===== src/rtl/harris_run_ctrl_pkg.sv =====
// Types and defaults shared by the HIR and HLS benchmark benches and their run sequencer.
package harris_bench_pkg;
  localparam int DEF_WIDTH  = 32;
  localparam int DEF_ADDR_W = 10;

  typedef enum logic [2:0] {
    ST_IDLE,
    ST_LOAD,
    ST_START,
    ST_RUN,
    ST_DRAIN,
    ST_DONE
  } run_state_t;
endpackage


===== src/rtl/harris_run_ctrl_if.sv =====
// Host streams, kernel handshake and memory ports of the benchmark run sequencer.
interface harris_run_ctrl_if #(
  parameter int WIDTH  = harris_bench_pkg::DEF_WIDTH,
  parameter int ADDR_W = harris_bench_pkg::DEF_ADDR_W,
  parameter int CNT_W  = 32
);
  logic              go;
  logic [ADDR_W:0]   len;
  logic              in_valid;
  logic              in_ready;
  logic [WIDTH-1:0]  in_data;
  logic              out_valid;
  logic              out_ready;
  logic [WIDTH-1:0]  out_data;
  logic              k_start;
  logic              k_done;
  logic              kernel_owns_mem;
  logic              imem_wr_en;
  logic [ADDR_W-1:0] imem_wr_addr;
  logic [WIDTH-1:0]  imem_wr_data;
  logic              omem_rd_en;
  logic [ADDR_W-1:0] omem_rd_addr;
  logic [WIDTH-1:0]  omem_rd_data;
  logic              busy;
  logic              timeout;
  logic [CNT_W-1:0]  cycles;

  modport slave (
    input  go, len, in_valid, in_data, out_ready, k_done, omem_rd_data,
    output in_ready, out_valid, out_data, k_start, kernel_owns_mem,
           imem_wr_en, imem_wr_addr, imem_wr_data, omem_rd_en, omem_rd_addr,
           busy, timeout, cycles
  );

  modport master (
    output go, len, in_valid, in_data, out_ready, k_done, omem_rd_data,
    input  in_ready, out_valid, out_data, k_start, kernel_owns_mem,
           imem_wr_en, imem_wr_addr, imem_wr_data, omem_rd_en, omem_rd_addr,
           busy, timeout, cycles
  );
endinterface


===== src/rtl/harris_run_ctrl_rd_skid_fifo.sv =====
// 2-entry FIFO behind a 1-cycle-latency memory read; an arriving word bypasses straight
// to the output when nothing is stored, so drain runs at one word per cycle.
module rd_skid_fifo #(
  parameter int WIDTH = 32
) (
  input  logic             clk,
  input  logic             rst,
  input  logic             in_vld,
  input  logic [WIDTH-1:0] in_data,
  input  logic             out_ready,
  output logic             out_valid,
  output logic [WIDTH-1:0] out_data,
  output logic [1:0]       count
);
  logic [1:0][WIDTH-1:0] mem_q;
  logic                  rd_idx, wr_idx;
  logic [1:0]            cnt_q;
  logic                  stored, push, pop_s;

  assign stored    = (cnt_q != 2'd0);
  assign out_valid = stored || in_vld;
  assign out_data  = stored ? mem_q[rd_idx] : in_data;
  // arriving word is stored unless it leaves through the bypass this cycle
  assign push      = in_vld && (stored || !out_ready);
  assign pop_s     = stored && out_ready;
  assign count     = cnt_q;

  always_ff @(posedge clk) begin
    if (rst) begin
      mem_q  <= '0;
      rd_idx <= 1'b0;
      wr_idx <= 1'b0;
      cnt_q  <= 2'd0;
    end else begin
      if (push) begin
        mem_q[wr_idx] <= in_data;
        wr_idx        <= ~wr_idx;
      end
      if (pop_s) rd_idx <= ~rd_idx;
      case ({push, pop_s})
        2'b10:   cnt_q <= cnt_q + 2'd1;
        2'b01:   cnt_q <= cnt_q - 2'd1;
        default: cnt_q <= cnt_q;
      endcase
    end
  end
endmodule


===== src/rtl/harris_run_ctrl.sv =====
// Benchmark run sequencer: load image, start kernel and time it, drain result memory.
module harris_run_ctrl
  import harris_bench_pkg::*;
#(
  parameter int WIDTH   = DEF_WIDTH,
  parameter int ADDR_W  = DEF_ADDR_W,
  parameter int TIMEOUT = 1048576,
  parameter int CNT_W   = 32
) (
  input  logic            clk,
  input  logic            rst,
  harris_run_ctrl_if.slave bus
);
  localparam logic [CNT_W-1:0] TO_LIM   = CNT_W'(TIMEOUT);
  localparam logic [CNT_W-1:0] CNT_MAX  = '1;
  localparam logic [ADDR_W:0]  ONE      = (ADDR_W+1)'(1);
  localparam logic [ADDR_W:0]  FULL_LEN = ONE << ADDR_W;

  run_state_t       state_q, state_d;
  logic [ADDR_W:0]  len_q, len_eff, wr_cnt, rd_cnt, pop_cnt;
  logic [CNT_W-1:0] cnt_q, cnt_inc, cycles_q;
  logic             timeout_q, rd_inflight;
  logic             wr_fire, load_last, run_hit_to, rd_issue, pop, drain_last;
  logic             in_ready_c, k_start_c, owns_c;
  logic [1:0]       fifo_cnt;
  logic             fifo_vld;
  logic [WIDTH-1:0] fifo_data;

  assign len_eff    = (bus.len == '0) ? FULL_LEN : bus.len;
  assign cnt_inc    = (cnt_q == CNT_MAX) ? cnt_q : cnt_q + CNT_W'(1);
  assign wr_fire    = (state_q == ST_LOAD) && bus.in_valid;
  assign load_last  = wr_fire && ((wr_cnt + ONE) == len_q);
  assign run_hit_to = (cnt_inc >= TO_LIM);
  // in-flight read counts against FIFO space so a stalled output never drops data
  assign rd_issue   = (state_q == ST_DRAIN) && (rd_cnt != len_q) &&
                      (({1'b0, fifo_cnt} + {2'b00, rd_inflight}) < 3'd2);
  assign pop        = fifo_vld && bus.out_ready;
  assign drain_last = pop && ((pop_cnt + ONE) == len_q);

  always_ff @(posedge clk) begin
    if (rst) state_q <= ST_IDLE;
    else     state_q <= state_d;
  end

  always_comb begin
    state_d = state_q;
    case (state_q)
      ST_IDLE:  if (bus.go) state_d = ST_LOAD;
      ST_LOAD:  if (load_last) state_d = ST_START;
      ST_START: state_d = ST_RUN;
      ST_RUN:   if (bus.k_done || run_hit_to) state_d = ST_DRAIN;
      ST_DRAIN: if (drain_last) state_d = ST_DONE;
      ST_DONE:  state_d = ST_IDLE;
      default:  state_d = ST_IDLE;
    endcase
  end

  always_comb begin
    in_ready_c = 1'b0;
    k_start_c  = 1'b0;
    owns_c     = 1'b0;
    case (state_q)
      ST_LOAD:  in_ready_c = 1'b1;
      ST_START: begin
        k_start_c = 1'b1;
        owns_c    = 1'b1;
      end
      ST_RUN:   owns_c = 1'b1;
      default:  ;
    endcase
  end

  always_ff @(posedge clk) begin
    if (rst) begin
      len_q       <= '0;
      wr_cnt      <= '0;
      rd_cnt      <= '0;
      pop_cnt     <= '0;
      cnt_q       <= '0;
      cycles_q    <= '0;
      timeout_q   <= 1'b0;
      rd_inflight <= 1'b0;
    end else begin
      rd_inflight <= rd_issue;
      case (state_q)
        ST_IDLE: if (bus.go) begin
          len_q     <= len_eff;
          wr_cnt    <= '0;
          rd_cnt    <= '0;
          pop_cnt   <= '0;
          cnt_q     <= '0;
          cycles_q  <= '0;
          timeout_q <= 1'b0;
        end
        ST_LOAD:  if (wr_fire) wr_cnt <= wr_cnt + ONE;
        ST_START: cnt_q <= CNT_W'(1);
        ST_RUN: begin
          cnt_q <= cnt_inc;
          // count includes the final cycle; done on the limit cycle is not a timeout
          if (bus.k_done || run_hit_to) cycles_q <= cnt_inc;
          if (!bus.k_done && run_hit_to) timeout_q <= 1'b1;
        end
        ST_DRAIN: begin
          if (rd_issue) rd_cnt  <= rd_cnt + ONE;
          if (pop)      pop_cnt <= pop_cnt + ONE;
        end
        default: ;
      endcase
    end
  end

  rd_skid_fifo #(.WIDTH(WIDTH)) u_rd_fifo (
    .clk       (clk),
    .rst       (rst),
    .in_vld    (rd_inflight),
    .in_data   (bus.omem_rd_data),
    .out_ready (bus.out_ready),
    .out_valid (fifo_vld),
    .out_data  (fifo_data),
    .count     (fifo_cnt)
  );

  assign bus.in_ready        = in_ready_c;
  assign bus.k_start         = k_start_c;
  assign bus.kernel_owns_mem = owns_c;
  assign bus.busy            = (state_q != ST_IDLE);
  assign bus.imem_wr_en      = wr_fire;
  assign bus.imem_wr_addr    = wr_cnt[ADDR_W-1:0];
  assign bus.imem_wr_data    = bus.in_data;
  assign bus.omem_rd_en      = rd_issue;
  assign bus.omem_rd_addr    = rd_cnt[ADDR_W-1:0];
  assign bus.out_valid       = fifo_vld;
  assign bus.out_data        = fifo_data;
  assign bus.timeout         = timeout_q;
  assign bus.cycles          = cycles_q;
endmodule


===== src/flat_wrapper.sv =====
// flat-port wrapper written by rule: the top's interface ports become plain ports
module harris_run_ctrl_flat import harris_bench_pkg::*;
#(
  parameter int WIDTH   = DEF_WIDTH,
  parameter int ADDR_W  = DEF_ADDR_W,
  parameter int TIMEOUT = 1048576,
  parameter int CNT_W   = 32
)
  (clk, rst, bus_go, bus_len, bus_in_valid, bus_in_data, bus_out_ready, bus_k_done, bus_omem_rd_data, bus_in_ready, bus_out_valid, bus_out_data, bus_k_start, bus_kernel_owns_mem, bus_imem_wr_en, bus_imem_wr_addr, bus_imem_wr_data, bus_omem_rd_en, bus_omem_rd_addr, bus_busy, bus_timeout, bus_cycles);
  harris_run_ctrl_if #(.WIDTH(WIDTH), .ADDR_W(ADDR_W), .CNT_W(CNT_W)) bus_i ();
  input  logic clk;
  input  logic rst;
  input wire logic [$bits(bus_i.go)-1:0] bus_go;
  input wire logic [$bits(bus_i.len)-1:0] bus_len;
  input wire logic [$bits(bus_i.in_valid)-1:0] bus_in_valid;
  input wire logic [$bits(bus_i.in_data)-1:0] bus_in_data;
  input wire logic [$bits(bus_i.out_ready)-1:0] bus_out_ready;
  input wire logic [$bits(bus_i.k_done)-1:0] bus_k_done;
  input wire logic [$bits(bus_i.omem_rd_data)-1:0] bus_omem_rd_data;
  output wire logic [$bits(bus_i.in_ready)-1:0] bus_in_ready;
  output wire logic [$bits(bus_i.out_valid)-1:0] bus_out_valid;
  output wire logic [$bits(bus_i.out_data)-1:0] bus_out_data;
  output wire logic [$bits(bus_i.k_start)-1:0] bus_k_start;
  output wire logic [$bits(bus_i.kernel_owns_mem)-1:0] bus_kernel_owns_mem;
  output wire logic [$bits(bus_i.imem_wr_en)-1:0] bus_imem_wr_en;
  output wire logic [$bits(bus_i.imem_wr_addr)-1:0] bus_imem_wr_addr;
  output wire logic [$bits(bus_i.imem_wr_data)-1:0] bus_imem_wr_data;
  output wire logic [$bits(bus_i.omem_rd_en)-1:0] bus_omem_rd_en;
  output wire logic [$bits(bus_i.omem_rd_addr)-1:0] bus_omem_rd_addr;
  output wire logic [$bits(bus_i.busy)-1:0] bus_busy;
  output wire logic [$bits(bus_i.timeout)-1:0] bus_timeout;
  output wire logic [$bits(bus_i.cycles)-1:0] bus_cycles;
  assign bus_i.go = bus_go;
  assign bus_i.len = bus_len;
  assign bus_i.in_valid = bus_in_valid;
  assign bus_i.in_data = bus_in_data;
  assign bus_i.out_ready = bus_out_ready;
  assign bus_i.k_done = bus_k_done;
  assign bus_i.omem_rd_data = bus_omem_rd_data;
  assign bus_in_ready = bus_i.in_ready;
  assign bus_out_valid = bus_i.out_valid;
  assign bus_out_data = bus_i.out_data;
  assign bus_k_start = bus_i.k_start;
  assign bus_kernel_owns_mem = bus_i.kernel_owns_mem;
  assign bus_imem_wr_en = bus_i.imem_wr_en;
  assign bus_imem_wr_addr = bus_i.imem_wr_addr;
  assign bus_imem_wr_data = bus_i.imem_wr_data;
  assign bus_omem_rd_en = bus_i.omem_rd_en;
  assign bus_omem_rd_addr = bus_i.omem_rd_addr;
  assign bus_busy = bus_i.busy;
  assign bus_timeout = bus_i.timeout;
  assign bus_cycles = bus_i.cycles;
  harris_run_ctrl #(.WIDTH(WIDTH), .ADDR_W(ADDR_W), .TIMEOUT(TIMEOUT), .CNT_W(CNT_W)) u_core (.clk(clk), .rst(rst), .bus(bus_i));
endmodule

===== config.mk =====
export PLATFORM = sky130hd
export DESIGN_NAME = harris_run_ctrl_flat
export DESIGN_NICKNAME = d
export VERILOG_FILES = /design/src/rtl/harris_run_ctrl_pkg.sv /design/src/rtl/harris_run_ctrl_if.sv /design/src/rtl/harris_run_ctrl_rd_skid_fifo.sv /design/src/rtl/harris_run_ctrl.sv /design/src/flat_wrapper.sv
export SDC_FILE = /design/constraint.sdc
export NUM_CORES = 1
export LEC_CHECK = 0
export ABC_CLOCK_PERIOD_IN_PS = 8890
export CORE_UTILIZATION = 55
export CTS_CLUSTER_DIAMETER = 150
export DETAILED_ROUTE_END_ITERATION = 12
export MAX_ROUTING_LAYER = met4
export PLACE_DENSITY = 0.85
export SLEW_MARGIN = 15
export SYNTH_ARGS = -nofsm -noshare
export SYNTH_HDL_FRONTEND = slang
export SYNTH_SLANG_ARGS = --single-unit

===== constraint.sdc =====
create_clock -name clk -period 8.89 [get_ports clk]
set_input_delay 2.667 -clock clk [delete_from_list [all_inputs] [get_ports clk]]
set_output_delay 2.667 -clock clk [all_outputs]
set_load 0.01 [all_outputs]

==> results.md <==
- Final min period: 7040 ps
- Fmax: 142 MHz
- FF-to-FF path depth: 7
- Setup Skew: 13.0 ps
- Most common cell in the netlist: nand2_1
- Worst Path Max Fanout: 18
- Leakage power: 3.79 nW
- Vias: 8,731
- P&R area growth vs syn: 16.2%
- Slowest cell on crit path: clkdlybuf4s50_1
- Max_slew headroom: 27.9%
- TNS Setup: 0 ps
- Clock Tree Buf Depth: 2
- CTS tree: yes
- CP required: 6220 ps
- Clock slew seen by the registers of the worst setup and hold paths: 60 ps
- Total power divided by cell area: 150 mW/mm^2
- Total CTS buffers: 17
- Cts repair resizes: 0
- Hold_buf cts: 0
- Int Pwr: 1.25 mW
- Cell Area, Placed: 0.0106 sq mm
- Syn. warnings: 0
- Cell area after synthesis: 0.00963 sq mm
- EDFF count, synth: 0
- Reg-to-reg startpoint: u_core.cnt_q[12]
- Fin. max-slew vios: 0
- Ys flop type: dfxtp_1
- I/O pins: 205
- Die height: 134 microns
- Hold Path End: u_core.u_rd_fifo.mem_q[5]
- Storage element area: 0.00362 sq mm
- Fin crit share: 79.2%
- Ranking of synthesized cells by area: dfxtp_1 38%, nand2_1 10%, a21oi_1 6.8%
- Initial Utilization: 56.1%
- Final hold vios: 0
- Hold path cells: 2
- Final instance area: 0.0112 sq mm
- Via-to-Cell Ratio: 5.81
- Hold Slack: 454 ps
- Clock group share of total power: 43.6%
- Worst Setup Start Kind: input port
- Largest net degree at the start of global routing: 82
- CP peak stage delay: 560 ps
- Wire per inst: 15.6 microns
- Worst-Skew Late Latency: 440 ps
- Die W: 134 microns
- Crit Path Class: input port to output pin
- Peak supply drop: 0.000136 V
- # setup viols final: 0
- Synth cell types: 69
- CP Depth: 4
- Critical-path cell list: clkdlybuf4s50_1, nand2_1, clkinv_1, clkdlybuf4s50_1
- WP buf/inv: 3
- Sequential element share of the synthesized area: 37.6%
- Min-delay src: u_core.u_rd_fifo.mem_q[5]
- Sw frac: 25.5%
- Final WL: 23,500 microns
- Final core occ: 65.2%
- Global-route wire length before repair: 38,200 microns
- Die area: 0.0180 sq mm
- Reg power frac: 49.1%
- Mean Syn Cell Area: 7.83 sq um
- Vias in the first global route: 7,943
- Share of cells above drive strength 1: 5.79%
- CP delay by family, top: buffers and inverters
- P_sw: 0.428 mW
- Reg-to-Reg End: u_core.bus.cycles[1]
- ANT cells: 0
- Initial antenna violation count: 0
- Total global-route track usage: 26.8%
- Critical Path Sink Type: output pin
- CP arrival: 4370 ps
- Worst slew pin tran: 1080 ps
- RSZ-0062 raised after global routing: no
- Area of the multi-input gates: 0.00521 sq mm
- Comb power frac: 7.3%
- Syn nets: 1,317
- Type of the most critical hold path: flop to flop
- Yosys top cell by area: dfxtp_1
- Antenna-violating nets left: 0
- Initial DRC count: 683
- Reg2Reg Setup Slack: 5350 ps
- Design Power: 1.68 mW
- H-tree Lvls: 4
- Dpl ws: 1870 ps
- Post-Place Cells: 1,472
- Post-route DRC: 0
- Pre-antenna DRT Iters: 5
- Max_cap viols: 0
- IO buf count: 140
- Post-synth top cells: 265 x nand2_1, 181 x dfxtp_1, 131 x a21oi_1
- Final WS setup: 1850 ps
- Rows: 48
- Most common cell on crit path: clkdlybuf4s50_1
- Outcome: complete, no violations
- Fin cells: 1,504
- DP HPWL: 15,700 microns
- Core Area: 0.0172 sq mm
- Async set-or-reset flop fraction in the synthesized netlist: 0%
- Fill count: 1,479
- Setup bufs post-CTS: 0
- Clock sink count: 181
- Post-synth top area share: 37.6%
- Placer Congestion: 0.902
- #FFs+latches synth: 181
- Total congestion overflow: 0
- Nets@finish: 1,352
- Syn Inst Count: 1,231
- Clock root buffer: clkbuf_16
[layout make-up]
cell class / count / area share (%)
Clock inverter: 14 / 1.22
Timing Repair Buffer: 149 / 13.1
Inverter: 9 / 0.302
Clock buffer: 18 / 3.92
Tap cell: 225 / 2.51
Sequential cell: 181 / 32.4
Multi-Input combinational cell: 908 / 46.6
[flip-flops by register name (all words and copies together) (netlist names)]
register	flops
u_core.wr_cnt	11
u_core.bus.timeout	1
u_core.cnt_q	32
u_core.state_q	3
u_core.u_rd_fifo.count	2
u_core.u_rd_fifo.rd_idx	1
u_core.u_rd_fifo.mem_q	64
u_core.pop_cnt	11
u_core.bus.cycles	32
u_core.rd_inflight	1
u_core.len_q	11
u_core.u_rd_fifo.wr_idx	1
u_core.rd_cnt	11
[tightest hold or removal path, delay by kind of cell, from the launching register on]
family | cells | cell delay (ps)
AND/OR/NAND/NOR | 1 | 50
AO/OA/AOI/OAI | 1 | 50
flip-flops | 1 | 310
[worst max path at each step]
stage	end	from	slack (ps)
global route	bus_imem_wr_en	bus_in_valid	1750
global placement	bus_imem_wr_en	bus_in_valid	1930
floorplan	bus_imem_wr_en	bus_in_valid	3170
detailed placement	bus_imem_wr_en	bus_in_valid	1870
finish	bus_imem_wr_en	bus_in_valid	1850
CTS	bus_imem_wr_en	bus_in_valid	1870
[cells by family after synthesis]
logic type      Yosys count  synth area share (%)
compound gates          281                  17.7
xor+xnor                 86                  7.82
fa+ha+maj                 5                 0.649
buf+inv                 142                  8.52
flops                   181                  37.6
mux                      36                  3.78
simple gates            500                  23.9
[power by group through the flow]
stage | registers, mW | logic, mW | clock network [mW]
after global routing | 0.824 | 0.132 | 0.773
final | 0.824 | 0.122 | 0.732
after floorplan | 0.838 | 0.0784 | 0
after global placement | 0.842 | 0.119 | 0
after detailed placement | 0.843 | 0.121 | 0
after CTS | 0.824 | 0.121 | 0.739
[placed cells by master (no fill, tap or decap), types with 10 or more instances in the layout]
master	count
and3_1	18
or3_1	13
xnor2_1	58
o22ai_1	20
nor2_1	74
clkbuf_16	17
nand2_1	265
nor4_1	10
nand3_1	32
nor3_1	10
a21oi_1	131
buf_4	10
nand4_1	17
xor2_1	28
mux2i_1	33
clkdlybuf4s50_1	139
o21ai_0	69
dfxtp_1	180
[per-layer routing]
layer  vias to the layer above  GRT usage, %  part of all wire (%)
li1                       4274             -                     -
met1                      4109          33.1                    44
met2                       303          44.3                    49
met3                        45          4.27                   5.6
met4                         0          9.30                   2.0
met5                         -             -                     0
Power figures use the tool's default switching activity.
